`config.mk`:
```
export PLATFORM = sky130hd
export DESIGN_NAME = accum_4bit
export DESIGN_NICKNAME = d
export VERILOG_FILES = /design/src/rtl/accum_4bit_pkg.sv /design/src/rtl/full_adder_4bit.sv /design/src/rtl/accum_4bit.sv
export SDC_FILE = /design/constraint.sdc
export NUM_CORES = 1
export LEC_CHECK = 0
export ABC_AREA = 1
export BUFFER_PORTS_ARGS = -buffer_cell sky130_fd_sc_hd__buf_2
export CORE_UTILIZATION = 43
export CTS_CLUSTER_DIAMETER = 50
export CTS_CLUSTER_SIZE = 10
export DETAILED_ROUTE_END_ITERATION = 10
export PLACE_DENSITY = 0.76
export SYNTH_ARGS = -nofsm -noshare
export SYNTH_HDL_FRONTEND = slang
export SYNTH_HIERARCHICAL = 1
export SYNTH_SLANG_ARGS = --single-unit
```
`constraint.sdc`:
```
create_clock -name clk -period 1.9 [get_ports clk]
set_input_delay 0 -clock clk [delete_from_list [all_inputs] [get_ports clk]]
set_output_delay 0 -clock clk [all_outputs]
set_load 0.01 [all_outputs]
```
`src/rtl/accum_4bit_pkg.sv`:
```
// Shared definitions for the 4-bit frame accumulator: widths, FSM state
// encodings and the end-of-frame test used by the control logic.
package accum_4bit_pkg;

    localparam int DATA_W = 4;
    localparam int CNT_W  = 4;

    localparam logic [1:0] ST_IDLE  = 2'd0;
    localparam logic [1:0] ST_ACCUM = 2'd1;
    localparam logic [1:0] ST_DONE  = 2'd2;

    // True when the operand being accepted now is the last one of the frame.
    function automatic logic last_operand(input logic [CNT_W-1:0] cnt,
                                          input logic [CNT_W-1:0] count);
        return (cnt + 4'd1) == count;
    endfunction

endpackage

```
`src/rtl/full_adder_4bit.sv`:
```
// Combinational 4-bit adder with carry-in and carry-out; the datapath of
// the accumulator.
module full_adder_4bit
    import accum_4bit_pkg::*;
(
    input  logic [DATA_W-1:0] a,
    input  logic [DATA_W-1:0] b,
    input  logic              cin,
    output logic [DATA_W-1:0] sum,
    output logic              cout
);

    assign {cout, sum} = {1'b0, a} + {1'b0, b} + {4'd0, cin};

endmodule

```
`src/rtl/accum_4bit.sv`:
```
// Frame accumulator: sums COUNT operands through one full_adder_4bit and
// presents the wrapped sum plus a sticky carry over a valid/ready handshake.
module accum_4bit
    import accum_4bit_pkg::*;
#(
    parameter int COUNT = 4
) (
    input  logic              clk,
    input  logic              rst_n,
    input  logic              in_valid,
    output logic              in_ready,
    input  logic [DATA_W-1:0] inA,
    input  logic              clear,
    output logic              out_valid,
    input  logic              out_ready,
    output logic [DATA_W-1:0] outS,
    output logic              cout,
    output logic              busy
);

    localparam logic [CNT_W-1:0] COUNT_C = CNT_W'(COUNT);

    logic [1:0]        state_r;
    logic [DATA_W-1:0] acc_r;
    logic              ovf_r;
    logic [CNT_W-1:0]  cnt_r;
    logic [DATA_W-1:0] sum_s;
    logic              carry_s;
    logic              accept_s;

    full_adder_4bit u_adder (
        .a    (acc_r),
        .b    (inA),
        .cin  (1'b0),
        .sum  (sum_s),
        .cout (carry_s)
    );

    // Handshake flags come from the state register only.
    assign in_ready  = (state_r == ST_IDLE) || (state_r == ST_ACCUM);
    assign out_valid = (state_r == ST_DONE);
    assign busy      = (state_r == ST_ACCUM) || (state_r == ST_DONE);
    assign accept_s  = in_valid && in_ready;
    assign outS      = acc_r;
    assign cout      = ovf_r;

    // Frame FSM with the running sum, sticky carry and operand counter.
    always_ff @(posedge clk) begin
        if (!rst_n || clear) begin
            state_r <= ST_IDLE;
            acc_r   <= {DATA_W{1'b0}};
            ovf_r   <= 1'b0;
            cnt_r   <= {CNT_W{1'b0}};
        end else begin
            case (state_r)
                ST_IDLE: begin
                    if (accept_s) begin
                        acc_r   <= sum_s;
                        ovf_r   <= carry_s;
                        cnt_r   <= 4'd1;
                        state_r <= (COUNT_C == 4'd1) ? ST_DONE : ST_ACCUM;
                    end else begin
                        state_r <= ST_IDLE;
                    end
                end
                ST_ACCUM: begin
                    if (accept_s) begin
                        acc_r <= sum_s;
                        ovf_r <= ovf_r | carry_s;
                        cnt_r <= cnt_r + 4'd1;
                        state_r <= last_operand(cnt_r, COUNT_C) ? ST_DONE : ST_ACCUM;
                    end else begin
                        state_r <= ST_ACCUM;
                    end
                end
                ST_DONE: begin
                    if (out_ready) begin
                        state_r <= ST_IDLE;
                        acc_r   <= {DATA_W{1'b0}};
                        ovf_r   <= 1'b0;
                        cnt_r   <= {CNT_W{1'b0}};
                    end else begin
                        state_r <= ST_DONE;
                    end
                end
                default: begin
                    state_r <= ST_IDLE;
                    acc_r   <= {DATA_W{1'b0}};
                    ovf_r   <= 1'b0;
                    cnt_r   <= {CNT_W{1'b0}};
                end
            endcase
        end
    end

endmodule

```
==> metrics.md <==
| Metric | Value |
|---|---|
| Crit path max fanout | `3` |
| Status | `completed` |
| Comb power frac | `between 20 and 25%` |
| Number of synthesized register bits | `11` |
| Die Ht | `about 44 um` |
| Worst-Skew Late Latency | `0.27 ns` |
| Setup total negative slack | `0 ns` |
| Post-layout min period | `~1.7 ns` |
| Total die area | `a little under 2000 sq um` |
| IO Pins | `17` |
| WP data required | `between 2 and 2.5 ns` |
| Syn avg cell area | `about 7.1 sq um` |
| P_int | `369.8 uW` |
| DRC | `0` |
| Hold WC Path Type | `input pin to register` |
| PD cells | `between 500 and 600 nW/um^2` |
| H-tree depth | `1` |
| NetSw | `between 150 and 200 uW` |
| Critical path arrival | `between 1.5 and 2 ns` |
| First-pass GRT wire length | `2649 um` |
| Largest net degree at the start of global routing | `11` |
| Total clock sinks | `11` |
| FMAX | `between 0.5 and 0.6 GHz` |
| Sequential area share after synthesis | `between 20% and 30%` |
| DR vias/cell | `roughly 4.9` |
| DR pass1 iterations | `3` |
| IO Port Bufs | `16` |
| Startpoint types | `register` |
| Gr usage total | `about a fifth` |
| DP HPWL | `1219 um` |
| Synthesized Nets | `between 100 and 150` |
| Initial Util | `about half` |
| Initial antenna violation count | `0` |
| Setup-failing EPs final | `0` |
| Num CTS Buffers | `3` |
| Max VDD drop | `around 0.28 mV` |
| Layout Nets | `150` |
| Initial DRC Count | `5` |
| Period Utilization, post-route | `87.78%` |
| Max-cap viol count | `0` |
| Post-Syn Instances | `109` |
| Synthesized cell area | `approximately 770 sq um` |
| Routability cong. | `a little over 0.7` |
| Clk pwr share | `a little under a third` |
| LEAKAGE | `between 0.4 and 0.5 nW` |
| Warnings from Yosys | `6` |
| Post-route ant nets | `0` |
| Clock Tree Buf Depth | `2` |
| Slew Viols, Final | `0` |
| # rows | `14` |
| Min Hold Slack | `around 0.091 ns` |
| Setup Crit Path Kind | `register to register` |
| WL final | `approximately 1500 um` |
| Clk root buf | `clkbuf_4` |
| Crit end category | `register` |
| RSZ-0062 raised after global routing | `no` |
| Clk slew on worst S/H paths | `around 0.070 ns` |
| CTS tree | `built` |
| Number of global-route vias before repair | `between 600 and 700` |
| Fin. Hold Viols | `0` |
| Gr ovfl total | `0` |
| Core Area | `1594 sq um` |
| Via count | `around 750` |
| Die Width | `between 40 and 50 um` |
| Area growth from synthesis to layout | `19.02%` |
| Distinct cells, synth | `19` |
| Post-DR wirelength/cell | `approximately 9.8 um` |
| Clock skew | `0.004626 ns` |
| Diode count | `0` |
| Layout cells sized above 1 | `approximately 21%` |
| Seq pwr share | `around 47%` |
| Postcts setup bufs | `0` |
| Sw Share | `between 20% and 30%` |
==> cell families after synthesis <==
logic type	Yosys count	synth area share [%]
buffers and inverters	18	8.780
flip-flops	11	28.62
other	1	0.4873
XOR/XNOR	2	2.277
adder cells (fa/ha/maj)	10	18.21
AND/OR/NAND/NOR	51	29.76
AO/OA/AOI/OAI	16	11.87
==> worst paths after layout <==
check | endpoint | from | cells past startpoint | slack [ns]
max | outS[1] | outS[0] | 8 | 0.23
min | outS[1] | clear | 4 | 0.09
max reg2reg | outS[1] | outS[0] | 8 | 0.23
min reg2reg | cout | cout | 2 | 0.47
==> synth_stat cells (all sizes together) <==
cell / instances / area share, %
nand2: 26 / 14
nor2: 12 / 6.8
conb: 1 / 0.49
a21oi: 10 / 8.0
nand4: 2 / 1.6
nand3: 9 / 5.9
xnor2: 2 / 2.3
o21ai: 6 / 3.9
dfxtp: 11 / 29
inv: 18 / 8.8
ha: 8 / 13
fa: 2 / 5.2
nor3b: 1 / 0.98
or2: 1 / 0.81
==> area by class of cell <==
cell class,count,area (sq um)
Sequential cell,11,220.2
Multi-Input combinational cell,80,481.7
Fill cell,163,678.2
Tap cell,24,30.03
Timing Repair Buffer,17,90.09
Clock buffer,4,26.28
Inverter,18,67.56
==> placed cells by master (no fill, tap or decap), drive strengths merged <==
| cell | Yosys | layout |
|---|---|---|
| a21oi | 10 | 10 |
| buf | 0 | 16 |
| clkbuf | 0 | 4 |
| conb | 1 | 1 |
| dfxtp | 11 | 11 |
| dlygate4sd3 | 0 | 1 |
| fa | 2 | 2 |
| ha | 8 | 8 |
| inv | 18 | 18 |
| nand2 | 26 | 26 |
| nand3 | 9 | 9 |
| nand4 | 2 | 2 |
| nor2 | 12 | 12 |
| nor3b | 1 | 1 |
| o21ai | 6 | 6 |
| or2 | 1 | 1 |
| xnor2 | 2 | 2 |
==> metal layers <==
layer | global-route usage [%] | part of all wire (%) | vias to the layer above | wire length [um]
met4 | 12.73 | 3.0 | 0 | 46
li1 | - | - | 386 | -
met1 | 23.80 | 46 | 344 | 698
met2 | 28.24 | 48 | 14 | 730
met3 | 3.673 | 2.6 | 5 | 39
met5 | 0 | 0 | - | 0
==> registers in the layout, summed over array words and instances, names as in the netlist <==
name and count:
cnt_r 4, outS 4, state_r 2, cout 1
==> metrics by stage <==
step	instances	power, mW	setup slack, ns	util (%)	cell area, sq um
3_5_place_dp	149	0.3669	0.2448	55.18	879.6
4_1_cts	154	0.5282	0.2249	57.46	915.9
3_3_place_gp	149	0.3628	0.2966	55.18	879.6
2_1_floorplan	109	0.3350	0.2878	-	769.5
5_1_grt	154	0.5541	0.09203	57.46	915.9
6_report	154	0.5240	0.2322	57.46	915.9
==> power groups by stage <==
stage | sequential [mW] | clock [mW] | combinational (mW)
floorplan | 0.251 | 0 | 0.0836
global placement | 0.250 | 0 | 0.113
detailed placement | 0.250 | 0 | 0.117
CTS | 0.245 | 0.164 | 0.120
global route | 0.246 | 0.173 | 0.134
finish | 0.245 | 0.161 | 0.119
==> critical path, cell delays in order (launching register included) <==
cell and delay (ns):
dfxtp_1 0.34, fa_1 0.46, inv_1 0.09, fa_1 0.40, inv_1 0.07, nand2_1 0.05
nand2_1 0.06, o21ai_0 0.06, nor2_1 0.08
==> timing repair <==
action | 4_1_cts | 5_1_grt
hold buffers | 1 | 0
endpoints found under the hold margin | 1 | 0
gates resized for setup | 0 | 0
(Power assumes the default switching activity.)
